$ cat src/rtl/keypad_scanner.sv
// 4x4 matrix keypad scanner. It walks an active-low row strobe, debounces a single
// pressed key and its release, and emits one key_valid pulse for each physical press.
module keypad_scanner #(
  parameter int SCAN_CYCLES     = 1000,
  parameter int DEBOUNCE_CYCLES = 50000
) (
  input  logic       clk,
  input  logic       reset,
  input  logic [3:0] cols_sync,
  output logic [3:0] rows,
  output logic [3:0] key_code,
  output logic       key_valid,
  output logic       key_held
);

  localparam int SW = (SCAN_CYCLES > 1) ? $clog2(SCAN_CYCLES) : 1;
  localparam int DW = (DEBOUNCE_CYCLES > 1) ? $clog2(DEBOUNCE_CYCLES) : 1;
  localparam logic [SW-1:0] DWELL_LAST = SW'(SCAN_CYCLES - 1);
  localparam logic [DW-1:0] DB_LAST    = DW'(DEBOUNCE_CYCLES - 1);

  typedef enum logic [1:0] {
    SCAN     = 2'd0,
    DEBOUNCE = 2'd1,
    HELD     = 2'd2,
    RELEASE  = 2'd3
  } state_t;

  state_t        state;
  logic [1:0]    row_idx;
  logic [SW-1:0] dwell;
  logic [DW-1:0] cnt;
  logic [3:0]    pat;

  // A press is valid only when exactly one column is pulled low.
  function automatic logic single_low(input logic [3:0] c);
    logic [3:0] low;
    low = ~c;
    return (low != 4'h0) && ((low & (low - 4'h1)) == 4'h0);
  endfunction

  function automatic logic [3:0] row_drive(input logic [1:0] r);
    return ~(4'b0001 << r);
  endfunction

  function automatic logic [3:0] key_lut(input logic [1:0] r, input logic [3:0] p);
    logic [1:0] c;
    logic [3:0] k;
    case (p)
      4'b1110: c = 2'd0;
      4'b1101: c = 2'd1;
      4'b1011: c = 2'd2;
      default: c = 2'd3;
    endcase
    case ({r, c})
      4'h0: k = 4'h1;  4'h1: k = 4'h2;  4'h2: k = 4'h3;  4'h3: k = 4'hA;
      4'h4: k = 4'h4;  4'h5: k = 4'h5;  4'h6: k = 4'h6;  4'h7: k = 4'hB;
      4'h8: k = 4'h7;  4'h9: k = 4'h8;  4'hA: k = 4'h9;  4'hB: k = 4'hC;
      4'hC: k = 4'hE;  4'hD: k = 4'h0;  4'hE: k = 4'hF;  default: k = 4'hD;
    endcase
    return k;
  endfunction

  always_ff @(posedge clk) begin
    if (reset) begin
      state     <= SCAN;
      row_idx   <= 2'd0;
      rows      <= 4'b1110;
      dwell     <= '0;
      cnt       <= '0;
      pat       <= 4'hF;
      key_code  <= 4'h0;
      key_valid <= 1'b0;
      key_held  <= 1'b0;
    end else begin
      key_valid <= 1'b0;
      case (state)
        SCAN: begin
          // Columns are sampled only at the end of the dwell so the lines have settled.
          if (dwell == DWELL_LAST) begin
            dwell <= '0;
            if (single_low(cols_sync)) begin
              pat   <= cols_sync;
              cnt   <= '0;
              state <= DEBOUNCE;
            end else begin
              row_idx <= row_idx + 2'd1;
              rows    <= row_drive(row_idx + 2'd1);
            end
          end else begin
            dwell <= dwell + SW'(1);
          end
        end
        DEBOUNCE: begin
          if (cols_sync != pat) begin
            dwell <= '0;
            state <= SCAN;
          end else if (cnt == DB_LAST) begin
            cnt       <= '0;
            key_code  <= key_lut(row_idx, pat);
            key_valid <= 1'b1;
            key_held  <= 1'b1;
            state     <= HELD;
          end else begin
            cnt <= cnt + DW'(1);
          end
        end
        HELD: begin
          // A changed but still-pressed pattern (rolled finger) is not a new key.
          if (cols_sync == 4'hF) begin
            cnt   <= '0;
            state <= RELEASE;
          end
        end
        RELEASE: begin
          if (cols_sync != 4'hF) begin
            state <= HELD;
          end else if (cnt == DB_LAST) begin
            cnt      <= '0;
            dwell    <= '0;
            key_held <= 1'b0;
            row_idx  <= row_idx + 2'd1;
            rows     <= row_drive(row_idx + 2'd1);
            state    <= SCAN;
          end else begin
            cnt <= cnt + DW'(1);
          end
        end
        default: state <= SCAN;
      endcase
    end
  end

endmodule

$ cat config.mk
export PLATFORM = sky130hd
export DESIGN_NAME = keypad_scanner
export DESIGN_NICKNAME = d
export VERILOG_FILES = /design/src/rtl/keypad_scanner.sv
export SDC_FILE = /design/constraint.sdc
export NUM_CORES = 1
export LEC_CHECK = 0
export CAP_MARGIN = 40
export CORE_AREA = 2 2 65 97
export DETAILED_ROUTE_END_ITERATION = 10
export DIE_AREA = 0 0 67 99
export DONT_BUFFER_PORTS = 1
export PLACE_DENSITY = 0.54
export SYNTH_ARGS = -nofsm -noshare
export SYNTH_HDL_FRONTEND = slang
export SYNTH_SLANG_ARGS = --single-unit
$ cat constraint.sdc
create_clock -name clk -period 4.65 [get_ports clk]
set_clock_uncertainty 0.15 [all_clocks]
set_input_delay 0.465 -clock clk [delete_from_list [all_inputs] [get_ports clk]]
set_output_delay 0.465 -clock clk [all_outputs]
set_load 0.05 [all_outputs]
Yosys cells after proc, flatten, opt, wreduce, memory -nomap -nowiden
Memory sizes are Yosys's and may differ from the RTL's. A register that Yosys moved wholly into a read port is not among the register bits. Cells that the tools add are included.

Input port bits: 6. Bits in registers: 40. Memories: 1. Output and inout bits: 10. Bits in read-only memories: 64.

Memories: (no name shown) (words 16, bits a word 4, read ports 1, clocked after memory_dff 1, wr ports 0, line 54) `case ({r, c})`.

Reductions and logical operators: 15. Mux-type cells: 41. Shift operators: 1. $add $sub $neg: 4. Equality and inequality tests: 22. Bitwise gates (word level): 5.

Operators by type and width (count): two-way mux 16 bit (6); case mux 16 bit (4 select lines) (1); two-way mux 10 bit (4); two-way mux 2 bit (15); case mux 10 bit (3 select lines) (1); AND reduction 5 bit (4); inequality test 2 bit, second input constant (9); adder 16 x 1 -> 16 bit, second input constant (1); equality test 16 bit, second input constant (1); equality test 4 bit, second input constant (4); two-way mux 4 bit (4); adder 10 x 1 -> 10 bit, second input constant (1); equality test 10 bit, second input constant (1); inverter 4 bit (2); case mux 2 bit (4 select lines) (1); case mux 4 bit (2 select lines) (1); inequality test 3 bit, second input constant (2); case mux 2 bit (3 select lines) (1); AND reduction 3 bit (2); two-way mux 1 bit (5); AND 4 bit (1); equality test 2 bit, second input constant (2); zero test 4 bit (1); inequality test 4 bit (1); 15 further kinds (17).

Longest topological paths before layout
Gate-level depths: netlist (run 1).

Depth in word-level cells: 8. Depth in mapped cells: 9.

Worst setup path after synthesis (run 1)
No wires, ideal clock.

Kind: register to register. From: register cnt[0]. To: register cnt[13]. Cell stages (with the launch flop): 9. Data arrival time: 1.774 ns. Path slack: 2.608 ns. Path through: dfxtp_1 -> ha_1 -> and3_1 -> clkbuf_1 -> nand4_2 -> nand2_1 -> buf_4 -> o21ai_0 -> a32o_1.

Cells in the longest elaborated chain, start to end: 4.

Ends and longest elaborated chain: start, declared (line 31) `logic [DW-1:0] cnt;`; start signal, assigned (line 104) `cnt <= cnt + DW'(1);`; start signal, assigned (line 125) `cnt <= cnt + DW'(1);`; adder 16 x 1 -> 16 bit / equality test 16 bit (equally long branches); two-way mux 16 bit (*) (line 97, 117); two-way mux 16 bit, on equally long branches (line 115, 94); case mux 16 bit (4 select lines) (*) (line 76) `case (state)`.

Mark *: on every way between the ends. The rest lies on a longest branch, timed or not. The select of a mux whose other input is x is not followed. A chain may end at the register's enable or synchronous reset.

Worst setup path in the final report (run 1)
From: register cnt[10]. To: register cnt[7].

Cells in the longest elaborated chain, start to end: 4.

Ends and longest elaborated chain (line): equality test 16 bit (*) (97, 117); two-way mux 16 bit (*) (97, 117); two-way mux 16 bit, on equally long branches (115, 94); case mux 16 bit (4 select lines) (*) (76).

Marked as above.

==> impl_metrics.json, run 1 <==
{
  "worst_setup_start_kind": "register",
  "comb_power_share": 0.028,
  "placement.io_buffers": 0,
  "r2r_setup_slack_ns": 2.10,
  "critical_path_peak_fanout": 12,
  "core_sq_um": 5790,
  "postCtsHoldBufs": 0,
  "seqPwrFrac": 0.548,
  "ys_async_sr_fraction": 0,
  "ys_top_cells_by_area": "dfxtp_1 (35%), ha_1 (4.9%), nor2_1 (4.9%)",
  "switching_share": 0.216,
  "num_io_pins": 16,
  "synth.most_common_cell": "dfxtp_1",
  "arrival_ns": 2.59,
  "grt_pass1_vias": 2031,
  "power.clock.fraction": 0.424,
  "ff2ff_path_depth": 6,
  "number_of_setup_buffers_added_after_cts": 0,
  "cts_buffers": 5,
  "post-synth-top-area-fraction": 0.347,
  "final_instance_area_sq_um": 2680,
  "setup_tns_ns": 0,
  "grt_pass1_wl_mm": 9.51,
  "post_synth_inst_count": 295,
  "synthFlopType": "dfxtp_1",
  "floorplan.initialDensity": 0.439,
  "synthesis.area_sq_um": 2540,
  "synth-edff-count": 0,
  "synth_largest_area_cell": "dfxtp_1",
  "detailed_place_hpwl_mm": 4.00,
  "worst_slew_margin": 0.470,
  "post_synth_mux_area_share": 0.0483,
  "areaGrowthSynthToFinish_pct": 5.47,
  "synth-xor-area-share": 0.0276,
  "groute.usage.overall": 0.182,
  "root_buffer": "clkbuf_8",
  "outcome": "finished clean",
  "synth_compound_gate_area_share": 0.219,
  "die-area_sq_um": 6630,
  "synth_sequential_area_ratio": 0.347,
  "clock_tree.htree_level_count": 2,
  "ir_worst_vdd_uv": 239,
  "first_drt_iteration_drcs": 92,
  "clock_transition_at_the_register_clock_pins_on_the_worst_setup_and_hold_paths_after_cts_ns": 0.09,
  "crit_start": "cnt[10]$_SDFFE_PP0P_",
  "routed_wl_mm": 5.54,
  "critPathKind": "reg -> reg",
  "worst_setup_end_kind": "register",
  "drv_slew": 0,
  "detail_route.vias_per_cell": 5.83,
  "timing_hold_violations_final": 0,
  "fin_nets": 306,
  "type_of_the_tightest_min_delay_check": "in -> reg",
  "synth_adder_area_share": 0.0493,
  "netlist_top_cells_count": "dfxtp_1 (44), nor2_1 (33), nand2_1 (18), o21ai_0 (18), nand3_1 (15)",
  "post_synth_and_or_nand_nor_area_fraction": 0.260,
  "finalWeightedCongestion": 0.725,
  "drt.antenna.violating_nets": 0,
  "p_int_w": 0.000545,
  "worst_r2r_startpoint": "cnt[10]$_SDFFE_PP0P_",
  "detailed_route_drc_error_count": 0,
  "endpoint": "cnt[7]$_SDFFE_PP0P_",
  "wl_per_cell_microns": 15.2,
  "die_w_microns": 67,
  "switching_power_w": 0.000150,
  "synth.ff_latch_count": 44,
  "grt_antenna_before_repair": 0,
  "p_leak_nw": 1.01,
  "dr_vias": 2117,
  "yosys_warnings": 0,
  "die_height_microns": 99,
  "finalCritPeriodShare": 0.548,
  "maximum_number_of_pins_on_one_net_before_global_route_repair": 32,
  "unrepaired_setup_endpoints_after_global_routing": "false",
  "cellPowerDensity_nw_per_um2": 259,
  "global_route.overflow_total": 0,
  "tritoncts_num_sinks": 44,
  "clock_tree_from_tritoncts": "built",
  "max_clock_freq_mhz": 392,
  "min_cycle_time_layout_ns": 2.55,
  "worstSkewPairLatency_ns": 0.29,
  "layout-drive-gt1-share": 0.0962,
  "count_of_cell_types_in_the_netlist": 59,
  "std_cell_rows": 34,
  "ctsResizeCount": 0,
  "crit-reg2reg-capture": "cnt[7]$_SDFFE_PP0P_",
  "number_of_antenna_cells_inserted": 0,
  "syn_avg_cell_area_sq_um": 8.61,
  "worst_path_required_ns": 4.69,
  "finalSetupViolCount": 0,
  "clock_path_buffers": 2,
  "finalPower_w": 0.000695,
  "drt_pass_1_iters": 4,
  "tightest_slew_ns": 0.789,
  "min_path_cells": 1,
  "syn_nets": 311,
  "max_cap_viol_count": 0,
  "synth_top_family_by_area": "simple AND/OR/NAND/NOR gates",
  "dpl-instance-area_sq_um": 2570
}
[sequential cells by signal (all words and copies together) (netlist names)]
name       flops
rows           4
key_valid      1
row_idx        2
pat            4
dwell         10
key_held       1
cnt           16
key_code       4
state          2
[worst max-delay path, cell delays in order, from the launching register on]
cell	delay, ns
dfxtp_1	0.35
nor4b_1	0.47
nand4_2	0.36
nand2_1	0.48
a21oi_1	0.19
buf_4	0.23
a32o_1	0.21
[placed cells by master (no fill, tap or decap), drive strengths merged, types with 2 or more instances in the layout]
cell,instances
dfxtp,44
nor2,34
o21ai,23
nand2,19
nand3,15
and3,14
inv,13
a21oi,12
nor3,12
a32o,11
mux2i,10
ha,10
a31oi,7
a211oi,6
xor2,5
nor3b,5
clkbuf,5
nand4,4
nor4,4
xnor2,3
o211ai,3
nor4b,3
a41oi,2
nand2b,2
and2,2
o21a,2
or2,2
buf,2
[worst min-delay path by stage]
stage | slack, ns | to | startpoint
6_report | 0.08 | cnt[14]$_SDFFE_PP0P_ | reset
5_1_grt | 0.06 | cnt[14]$_SDFFE_PP0P_ | reset
4_1_cts | 0.06 | cnt[14]$_SDFFE_PP0P_ | reset
3_5_place_dp | 0.34 | dwell[0]$_SDFFE_PP0P_ | dwell[0]$_SDFFE_PP0P_
3_3_place_gp | 0.33 | dwell[0]$_SDFFE_PP0P_ | dwell[0]$_SDFFE_PP0P_
2_1_floorplan | 0.30 | dwell[5]$_SDFFE_PP0P_ | dwell[5]$_SDFFE_PP0P_
[cell type report]
cell class / count / area [sq um]
fill: 621 / 3110
inverter: 13 / 48.8
clock inverter: 3 / 42.5
timing repair buffer: 2 / 12.5
clock buffer: 5 / 68.8
tap: 72 / 90.1
sequential: 44 / 881
multi-input combinational: 224 / 1530
[per-stage QoR]
step	util	hold WS (ns)	cells	setup WS, ns
after floorplan	-	0.303	295	2.61
after global placement	0.441	0.334	353	1.98
after detailed placement	0.444	0.338	355	2.06
after CTS	0.463	0.0638	363	2.04
after global routing	0.463	0.0577	363	1.90
final	0.463	0.0761	363	2.10
[power groups by stage]
stage                     Sequential (W)  Combinational, W  Clock [W]
after detailed placement        0.000390         0.0000196          0
after global placement          0.000390         0.0000196          0
final                           0.000381         0.0000194   0.000295
after CTS                       0.000381         0.0000196   0.000307
after global routing            0.000381         0.0000221   0.000321
after floorplan                 0.000389         0.0000195          0
[cells by family after synthesis]
| kind of cell | Yosys count |
|---|---|
| buf+inv | 27 |
| flops | 44 |
| simple gates | 122 |
| compound gates | 73 |
| mux | 11 |
| fa+ha+maj | 10 |
| xor+xnor | 8 |
[metal layers]
metal / vias to the layer above / track usage / share of wire
met1: 1008 / 0.214 / 0.44
met4: 0 / 0.0518 / 0.012
met5: - / 0 / 0
met2: 30 / 0.325 / 0.52
met3: 6 / 0.0365 / 0.027
li1: 1073 / - / -
Power figures use the tool's default switching activity.
==> inputs of run 2 (changes only) <==
Settings changed: PLACE_DENSITY 0.54 to 0.57.
Clock period 4.65 ns to 2.05 ns, I/O delays scaled along.
==> impl_metrics.json, run 2 (synthesized netlist as in run 1, its figures left out) <==
{
  "outcome": "finished clean",
  "layout-drive-gt1-share": 0.273,
  "worstSetupPathDepth": 8,
  "worst_r2r_startpoint": "dwell[1]$_SDFFE_PP0P_",
  "drt.antenna.violating_nets": 0,
  "drv_slew": 0,
  "floorplan.initialDensity": 0.439,
  "grt_pass1_wl_mm": 10.0,
  "cts_buffers": 5,
  "die_height_microns": 99,
  "tightest_slew_ns": 0.764,
  "path_delay_family": "simple AND/OR/NAND/NOR gates",
  "grt_util_met3": 0.0365,
  "clock_tree_from_tritoncts": "built",
  "seqPwrFrac": 0.578,
  "crit_path_cell_trace": "ha_4, nand4_1, nor4_4, buf_4, a31oi_4, buf_4, xnor2_1, nor2_1",
  "unrepaired_setup_endpoints_after_global_routing": "true",
  "dr_vias": 2364,
  "p_leak_nw": 1.31,
  "number_of_antenna_cells_inserted": 0,
  "num_io_pins": 16,
  "path_common_cell": "buf_4",
  "timing.critical_path.slowest_cell_delay_ns": 0.37,
  "switching_power_w": 0.000335,
  "type_of_the_tightest_min_delay_check": "in -> reg",
  "crit_start": "dwell[1]$_SDFFE_PP0P_",
  "met1_usage": 0.219,
  "regMostFlops": "cnt",
  "wl_per_cell_microns": 14.4,
  "max_clock_freq_mhz": 503,
  "finalWeightedCongestion": 0.883,
  "grt-busiest-layer": "met2",
  "detailedPlace.worstSlack_ns": -0.173,
  "ir_worst_vdd_uv": 383,
  "nFillCells": 552,
  "final_instance_area_sq_um": 3240,
  "areaGrowthSynthToFinish_pct": 27.7,
  "clock_transition_at_the_register_clock_pins_on_the_worst_setup_and_hold_paths_after_cts_ns": 0.08,
  "global_route.overflow_total": 0,
  "detailed_route_drc_error_count": 0,
  "hold-worst-slack_ns": 0.0130,
  "cpMaxStageDelayCell": "dfxtp_2",
  "worst_path_required_ns": 2.05,
  "ff2ff_path_depth": 8,
  "power.clock.fraction": 0.378,
  "biggestRegsByFlops": "cnt x16, dwell x10",
  "grt_pass1_vias": 2309,
  "critical_path_peak_fanout": 6,
  "layout.area.seq_sq_um": 885,
  "arrival_ns": 1.99,
  "clock_path_buffers": 2,
  "grt_use_met2": 0.341,
  "root_buffer": "clkbuf_8",
  "core_sq_um": 5790,
  "crit-reg2reg-capture": "row_idx[0]$_SDFFE_PP0P_",
  "critPathKind": "reg -> reg",
  "multi_input_area_sq_um": 1670,
  "clock_tree.htree_level_count": 2,
  "max_cap_viol_count": 0,
  "mostFrequentLayoutCells": "buf_4 (52), dfxtp_1 (41), nor2_1 (31), nand2_1 (18), o21ai_0 (18)",
  "drt_pass_1_iters": 4,
  "timing_hold_violations_final": 0,
  "detailed_place_hpwl_mm": 4.16,
  "groute.usage.overall": 0.190,
  "finalPower_w": 0.00150,
  "fin_nets": 363,
  "switching_share": 0.224,
  "placement.io_buffers": 0,
  "cp_num_buf_inv": 2,
  "worst_setup_end_kind": "register",
  "detail_route.vias_per_cell": 5.63,
  "comb_power_share": 0.044,
  "finalSetupViolCount": 0,
  "cellPowerDensity_nw_per_um2": 462,
  "tritoncts_num_sinks": 44,
  "most_common_cell_after_layout_fill_and_taps_aside": "buf_4",
  "first_drt_iteration_drcs": 92,
  "largest_register_ffs": 16,
  "min_cycle_time_layout_ns": 1.99,
  "finalCritPeriodShare": 0.970,
  "worst_slew_margin": 0.489,
  "routed_wl_mm": 6.03,
  "endpoint": "row_idx[0]$_SDFFE_PP0P_",
  "worstSkewPairLatency_ns": 0.29,
  "die_w_microns": 67,
  "worst_setup_start_kind": "register",
  "std_cell_rows": 34,
  "p_int_w": 0.00116,
  "final.setup.worst_slack_ns": 0.0624,
  "die-area_sq_um": 6630,
  "maximum_number_of_pins_on_one_net_before_global_route_repair": 32,
  "dpl-instance-area_sq_um": 2890,
  "grt_antenna_before_repair": 0,
  "r2r_setup_slack_ns": 0.06
}
[run 2: worst min-delay path by stage]
stage	startpoint	to	cells past startpoint
after floorplan	cols_sync[0]	pat[0]$_SDFFE_PP1P_	2
after global placement	reset	cnt[11]$_SDFFE_PP0P_	1
after detailed placement	reset	cnt[11]$_SDFFE_PP0P_	1
after CTS	reset	cnt[11]$_SDFFE_PP0P_	1
after global routing	reset	cnt[7]$_SDFFE_PP0P_	2
final	reset	dwell[0]$_SDFFE_PP0P_	3
[run 2: metrics by stage]
| stage | instances | utilization | setup TNS, ns |
|---|---|---|---|
| finish | 420 | 0.560 | 0 |
| global route | 420 | 0.560 | -0.583 |
| CTS | 407 | 0.523 | -0.00838 |
| detailed placement | 396 | 0.499 | -0.734 |
| global placement | 396 | 0.499 | -0.688 |
| floorplan | 295 | - | 0 |
[run 2: worst reg2reg max path: cells and delay by family (launching register included)]
family          cells  cell delay (ns)
fa+ha+maj           1             0.14
compound gates      1             0.15
buf+inv             2             0.37
xor+xnor            1             0.13
simple gates        3             0.54
flops               1             0.37
[run 2: layer usage]
metal  vias up  wire [microns]
met5         -               0
met4         0             138
met3        12             157
met2        35            3130
met1      1135            2610
li1       1182               -
[run 2: repair_timing]
| item | CTS | global route |
|---|---|---|
| setup endpoints to repair | 12 | 28 |
| hold buffers | 3 | 1 |
| endpoints found under the hold margin | 19 | 16 |
| setup buffers | 0 | 11 |
| pin swaps | 0 | 8 |
| cloned | 0 | 1 |
| gates resized for setup | 4 | 21 |
[run 2: layout make-up]
| cell class | count | area share |
|---|---|---|
| multi-input cells | 225 | 0.514 |
| clock buffers | 8 | 0.0278 |
| repair buffers | 58 | 0.142 |
| flip-flops and latches | 44 | 0.273 |
| well taps | 72 | 0.0278 |
| inverters | 13 | 0.0151 |
[run 2: power by group through the flow]
stage	logic [W]	registers, W	clock network [W]
after floorplan	0.0000442	0.000882	0
after global placement	0.0000486	0.000883	0
after detailed placement	0.0000491	0.000884	0
after CTS	0.0000544	0.000863	0.000588
after global routing	0.0000737	0.000867	0.000617
final	0.0000660	0.000866	0.000565
==> inputs of run 3 (changes only) <==
Settings changed: CORE_AREA 2 2 65 97 to 2 2 62 93, DIE_AREA 0 0 67 99 to 0 0 64 95, PLACE_DENSITY 0.57 to 0.61, SKIP_LAST_GASP from default to 1.
==> impl_metrics.json, run 3 (synthesized netlist as in run 1, its figures left out) <==
{
  "maximum_number_of_pins_on_one_net_before_global_route_repair": 32,
  "placed_cells_incl_taps": 400,
  "drv_slew": 0,
  "drt.antenna.violating_nets": 0,
  "die-area_sq_um": 6080,
  "clock_path_buffers": 2,
  "min_cycle_time_layout_ns": 1.99,
  "critical_path_peak_fanout": 3,
  "grt-busiest-layer": "met2",
  "number_of_antenna_cells_inserted": 0,
  "worstSkewPairLatency_ns": 0.29,
  "routed_wl_mm": 6.01,
  "timing_hold_violations_final": 19,
  "max_clock_freq_mhz": 501,
  "outcome": "complete, but fails checks",
  "critPathKind": "reg -> reg",
  "setup_tns_ns": 0,
  "placement.io_buffers": 0,
  "grt_util_met3": 0.0334,
  "clock_tree_from_tritoncts": "built",
  "first_drt_iteration_drcs": 177,
  "wl_per_cell_microns": 14.6,
  "violations": "hold timing",
  "die_w_microns": 64,
  "p_leak_nw": 1.28,
  "grt_use_met2": 0.380,
  "core_sq_um": 5330,
  "hold-worst-slack_ns": -0.176,
  "finalCritPeriodShare": 0.973,
  "postCtsHoldBufs": 3,
  "drt_pass_1_iters": 4,
  "most_common_cell_after_layout_fill_and_taps_aside": "buf_4",
  "worst_slew_margin": 0.527,
  "unrepaired_setup_endpoints_after_global_routing": "true",
  "nFillCells": 461,
  "worst_path_required_ns": 2.11,
  "areaGrowthSynthToFinish_pct": 23.9,
  "final_instance_area_sq_um": 3150,
  "grt_pass1_wl_mm": 10.1,
  "biggestRegsByFlops": "cnt x16, dwell x10",
  "root_buffer": "clkbuf_8",
  "ir_worst_vdd_uv": 439,
  "tightest_slew_ns": 0.709,
  "fin_cells": 413,
  "finalSetupViolCount": 0,
  "detailed_route_drc_error_count": 0,
  "worst_setup_end_kind": "register",
  "arrival_ns": 2.05,
  "detailed_place_hpwl_mm": 4.25,
  "dpl-instance-area_sq_um": 2920,
  "cellPowerDensity_nw_per_um2": 506,
  "final.setup.worst_slack_ns": 0.0551,
  "met1_usage": 0.243,
  "fin_nets": 358,
  "finalWeightedCongestion": 0.865,
  "clock_transition_at_the_register_clock_pins_on_the_worst_setup_and_hold_paths_after_cts_ns": 0.08,
  "max_cap_viol_count": 0,
  "die_height_microns": 95,
  "groute.usage.overall": 0.208,
  "mostFrequentLayoutCells": "buf_4 (51), dfxtp_1 (42), nor2_1 (32), nand2_1 (18), o21ai_0 (18)",
  "global_route.overflow_total": 0,
  "detailedPlace.worstSlack_ns": -0.174,
  "std_cell_rows": 33,
  "grt_antenna_before_repair": 0,
  "worst_setup_start_kind": "register",
  "type_of_the_tightest_min_delay_check": "in -> reg",
  "regMostFlops": "cnt",
  "detail_route.vias_per_cell": 5.70,
  "largest_register_ffs": 16,
  "clock_tree.htree_level_count": 2,
  "dr_vias": 2354,
  "num_io_pins": 16,
  "grt_pass1_vias": 2209,
  "floorplan.initialDensity": 0.477,
  "layout-drive-gt1-share": 0.251,
  "cts_buffers": 5,
  "tritoncts_num_sinks": 44
}
==> run 3: cell types whose count changed in the layout (fill, tap and decap cells not counted), sizes merged <==
cell,delta
clkinv,+1
nand2,-1
clkbuf,-2
dlygate4sd3,-1
bufinv,+1
buf,-3
==> run 3: area by class of cell <==
type	count	area, sq um	area share
Inverter	13	48.8	0.0155
Timing Repair Buffer	54	413	0.131
Clock buffer	6	72.6	0.0231
Tap cell	70	87.6	0.0278
Multi-Input combinational cell	224	1610	0.510
Sequential cell	44	883	0.281
Clock inverter	2	35.0	0.0111
==> run 3: per-stage QoR <==
step | power (W) | utilization
after detailed placement | 0.000942 | 0.548
after global placement | 0.000942 | 0.547
final | 0.00159 | 0.591
after CTS | 0.00161 | 0.575
after global routing | 0.00164 | 0.591
after floorplan | 0.000927 | -
==> run 3: worst max-delay path, stage by stage, from the launching register on <==
cell	delay, ns
dfxtp_1	0.32
xor2_1	0.16
nor3_2	0.20
a41oi_1	0.16
buf_4	0.18
buf_4	0.14
a211oi_4	0.28
nor2_1	0.08
a311oi_2	0.24
==> run 3: what timing repair did <==
item / 4_1_cts / 5_1_grt
endpoints found under the setup margin: 15 / 36
gates resized for setup: 1 / 14
cloned: 0 / 0
buffers inserted: 0 / 3
pin swaps: 0 / 2
endpoints found under the hold margin: 19 / 18
==> run 3: routing by layer <==
layer	wire (microns)	up-vias
li1	-	1173
met1	2530	1120
met2	3130	52
met3	232	9
met4	118	0
met5	0	-
==> run 3: final timing paths <==
kind | cells past startpoint | endpoint | slack [ns] | from
hold / removal | 1 | cnt[14]$_SDFFE_PP0P_ | -0.18 | reset
hold reg to reg | 2 | key_code[3]$_SDFFE_PP0P_ | 0.35 | key_code[3]$_SDFFE_PP0P_
setup reg to reg | 8 | cnt[11]$_SDFFE_PP0P_ | 0.06 | pat[3]$_SDFFE_PP1P_
setup / recovery | 8 | cnt[11]$_SDFFE_PP0P_ | 0.06 | pat[3]$_SDFFE_PP1P_
==> run 3: power breakdown <==
| part | switching, W | internal, W |
|---|---|---|
| clock | 0.000295 | 0.000362 |
| combinational | 0.0000359 | 0.0000341 |
| sequential | 0.00000422 | 0.000859 |
| total | 0.000335 | 0.00126 |
==> patch 1 (settings of run 3) <==
`SCAN_CYCLES`: 1000 -> 500.
--- a/src/rtl/keypad_scanner.sv
+++ b/src/rtl/keypad_scanner.sv
@@ -3,3 +3,3 @@
 module keypad_scanner #(
-  parameter int SCAN_CYCLES     = 1000,
+  parameter int SCAN_CYCLES     = 500,
   parameter int DEBOUNCE_CYCLES = 50000
Behaviour: no difference found for any inputs over 10 cycles, from zero or initial values and one cycle with reset high; that may be too few to reach the edited logic, so the function may still have changed.
==> patch 1 against run 3 <==
  * Routed wire length up 0.42%
  * Hold slack better by 0.20 ns
  * Design area down 1.6%
  * Synthesized cell count up 2.4%
  * Final cell count down 2.9%
  * Setup slack better by 0.044 ns
  * Core utilization down 0.92 points
  * Clock power up 19%
  * Die area unchanged
  * First-iteration DRC count down 31%
  * Area after synthesis up 2.5%
  * Power up 6.8%
  * Sequential cell count down 1
  * Largest cell class unchanged
==> patch 1: results (changes against run 3) <==
INFO  metric worst_setup_path_startpoint = dwell[0] (was pat[3])
INFO  metric multiInputCombCellCount = 226 (was 224)
INFO  metric synth_compound_gate_area_share = 0.177 (was 0.219)
INFO  metric synth_cell_type_count = 60 (was 59)
INFO  metric cp_slowest_stage_delay = 0.41 ns (was 0.32 ns)
INFO  metric synth_xor_area_frac = 0.0236 (was 0.0276)
INFO  metric post-route-worst-setup-slack = 0.0990 ns (was 0.0551 ns)
INFO  metric postSynthAreaPerCell = 8.62 sq um (was 8.61 sq um)
INFO  metric synth_mux_area_frac = 0.0784 (was 0.0483)
INFO  metric dp_slack = 0.00781 ns (was -0.174 ns)
INFO  metric layout.non_clock_inverters = 14 (was 13)
INFO  metric place_inst = 383 (was 400)
INFO  metric gp_routability_congestion = 0.810 (was 0.865)
INFO  metric detail_route.wl_per_cell = 15.0 um (was 14.6 um)
INFO  metric cp.arrival = 2.00 ns (was 2.05 ns)
INFO  metric status = complete, no violations (was finished with violations)
INFO  metric rr_worst_depth = 6 (was 8)
INFO  metric final_nets = 346 (was 358)
INFO  metric buffers_excl_clock = 40 (was 54)
INFO  metric grt_pass1_wl = 10200 um (was 10100 um)
INFO  metric max-slew-margin-rel = 0.508 (was 0.527)
INFO  metric post-dp-hpwl = 4260 um (was 4250 um)
INFO  metric post_route_cells_drive_above_1_share = 0.227 (was 0.251)
INFO  metric vias_in_the_first_global_route = 2264 (was 2209)
INFO  metric synth.top_cells.by_area = dfxtp_1 33%, mux2i_1 5.4%, ha_1 4.8% (was dfxtp_1 35%, ha_1 4.9%, nor2_1 4.9%)
INFO  metric worstPathMaxFanout = 6 (was 3)
INFO  metric synthesis.nets = 318 (was 311)
INFO  metric grt_start_max_net_pins = 21 (was 32)
INFO  metric whs = 0.0195 ns (was -0.176 ns)
INFO  metric register_area = 866 sq um (was 883 sq um)
INFO  metric layout.nonclk_buf_frac = 0.102 (was 0.131)
==> patch 1: cell count changes after synthesis, sizes merged, moves of 6 or more <==
cell / change
a31oi: +7
a32o: -11
nand4: +7
nor2: -6
nor2b: +6
nor3: -8
o21ai: -8
==> patch 1: layer usage <==
metal / up-vias / part of all wire / GRT usage
li1: 1163 / - / -
met1: 1038 / 0.41 / 0.220
met2: 31 / 0.54 / 0.412
met3: 10 / 0.030 / 0.0358
met4: 0 / 0.020 / 0.0924
met5: - / 0 / 0
==> patch 1: power breakdown <==
| part | total, mW | internal (mW) | switching, mW |
|---|---|---|---|
| Combinational | 0.0681 | 0.0317 | 0.0364 |
| Clock | 0.785 | 0.487 | 0.298 |
| Sequential | 0.845 | 0.840 | 0.00492 |
==> patch 1: timing repair <==
action,in CTS,in global routing
endpoints found under the hold margin,20,0
gates resized for setup,0,11
pin swaps,0,2
hold buffers,5,0
buffers inserted,1,4
gates cloned,0,0
endpoints found under the setup margin,2,14
==> patch 2 (settings of run 3) <==
Without the edit above. The 4 states of `state_t` get a Gray code encoding in 2 bits.
--- a/src/rtl/keypad_scanner.sv
+++ b/src/rtl/keypad_scanner.sv
@@ -21,6 +21,6 @@
   typedef enum logic [1:0] {
-    SCAN     = 2'd0,
-    DEBOUNCE = 2'd1,
-    HELD     = 2'd2,
-    RELEASE  = 2'd3
+    SCAN     = 2'b00,
+    DEBOUNCE = 2'b01,
+    HELD     = 2'b11,
+    RELEASE  = 2'b10
   } state_t;
Function: same outputs for any inputs over 10 cycles, from zero or initial values and one cycle with reset high; not proved beyond that.
==> patch 2 against run 3 <==
  * Clock power fell by 9.0%
  * Routed wire length is 14% higher
  * Global-route usage is 1.4 points higher
  * Power fell by 3.4%
  * Synthesized cell count rose by 6.8%
  * Area after synthesis up 6.4%
  * Sequential share of layout area shrank 2.7 points
  * Highest routed layer unchanged
  * Setup slack got worse by 0.051 ns
  * Sequential cell count unchanged
  * Design area is 12% higher
  * Non-clock buffer count increased by 8
==> patch 2: results (changes against run 3) <==
INFO  metric syn-instance-count = 315 (was 295)
INFO  metric final_nets = 389 (was 358)
INFO  metric synth_cell_type_count = 54 (was 59)
INFO  metric cp.arrival = 2.09 ns (was 2.05 ns)
INFO  metric grt_start_max_net_pins = 51 (was 32)
INFO  metric max-slew-margin-rel = 0.642 (was 0.527)
INFO  metric leakagePower = 1.45 nW (was 1.28 nW)
INFO  metric synth.top_cells.by_area = dfxtp_1 33%, ha_1 6.9%, a21oi_1 5.4% (was dfxtp_1 35%, ha_1 4.9%, nor2_1 4.9%)
INFO  metric synth_top_cells_by_count = 44 x dfxtp_1, 29 x a21oi_1, 27 x nor2_1 (was 44 x dfxtp_1, 33 x nor2_1, 18 x nand2_1, 18 x o21ai_0, 15 x nand3_1)
INFO  metric synth-adder-area-share = 0.0695 (was 0.0493)
INFO  metric globalRouteTotalUtil = 0.223 (was 0.208)
INFO  metric wl_met3 = 163 um (was 232 um)
INFO  metric placed_standard_cell_area = 3080 sq um (was 2920 sq um)
INFO  metric synthesis.nets = 336 (was 311)
INFO  metric groute.layer.met1.usage = 0.259 (was 0.243)
INFO  metric place_inst = 418 (was 400)
INFO  metric grt_pass1_wl = 10700 um (was 10100 um)
INFO  metric synth_xor_area_frac = 0.0315 (was 0.0276)
INFO  metric global_route.usage.met3 = 0.0298 (was 0.0334)
INFO  metric vdd.ir_drop.worst = 0.000321 V (was 0.000439 V)
INFO  metric synth_mux_area_frac = 0.0454 (was 0.0483)
INFO  metric status = complete, no violations (was finished with violations)
INFO  metric dp_slack = -0.0392 ns (was -0.174 ns)
INFO  metric routed-via-count = 2488 (was 2354)
INFO  metric synth_compound_gate_area_share = 0.170 (was 0.219)
INFO  metric worstPathMaxFanout = 6 (was 3)
INFO  metric gp_routability_congestion = 0.850 (was 0.865)
INFO  metric vias_in_the_first_global_route = 2308 (was 2209)
INFO  metric wl_met2 = 3820 um (was 3130 um)
INFO  metric detail_route.iter0.violations = 109 (was 177)
INFO  metric timing.reg2reg.setup_slack = 0.004 ns (was 0.06 ns)
INFO  metric detail_route.wl_per_cell = 15.6 um (was 14.6 um)
INFO  metric whs = 0.0118 ns (was -0.176 ns)
INFO  metric pwr.group.clock = 598 uW (was 657 uW)
INFO  metric rr_worst_depth = 9 (was 8)
INFO  metric min_delay_path_depth = 2 (was 1)
INFO  metric pwr-share-comb = 0.049 (was 0.044)
INFO  metric route.detailed.vias_per_inst = 5.67 (was 5.70)
INFO  metric met1_length = 2780 um (was 2530 um)
INFO  metric period_needed = 2.05 ns (was 1.99 ns)
INFO  metric powerComb = 75.4 uW (was 70.1 uW)
==> patch 2: cell types whose count changed in the layout (fill, tap and decap cells not counted), sizes merged, moves of 7 or more <==
| cell | delta |
|---|---|
| nor2 | -7 |
| nand4b | +8 |
| and3 | -7 |
| a32o | -11 |
| or4 | +10 |
| a21oi | +20 |
| nor3 | -7 |
==> patch 2: final timing paths <==
path,start,end
worst max-delay path,dwell[0],cnt[0]
worst min-delay path,reset,cnt[14]
worst max register to register,dwell[0],cnt[0]
worst min register to register,dwell[8],dwell[8]
==> patch 2: final cells by class <==
class / instances / area [sq um]
clock buffers: 6 / 82.6
clock inverters: 2 / 15.0
fillers: 436 / 1800
inverters: 18 / 67.6
multi-input cells: 237 / 1850
flip-flops and latches: 44 / 896
well taps: 70 / 87.6
repair buffers: 62 / 528
==> patch 2: what timing repair did <==
action	in CTS	in global routing
resized for setup	5	49
cloned	0	1
buffers inserted	1	5
hold endpoints to repair	41	1
endpoints found under the setup margin	12	29
hold buffers	5	1
pin swaps	4	24
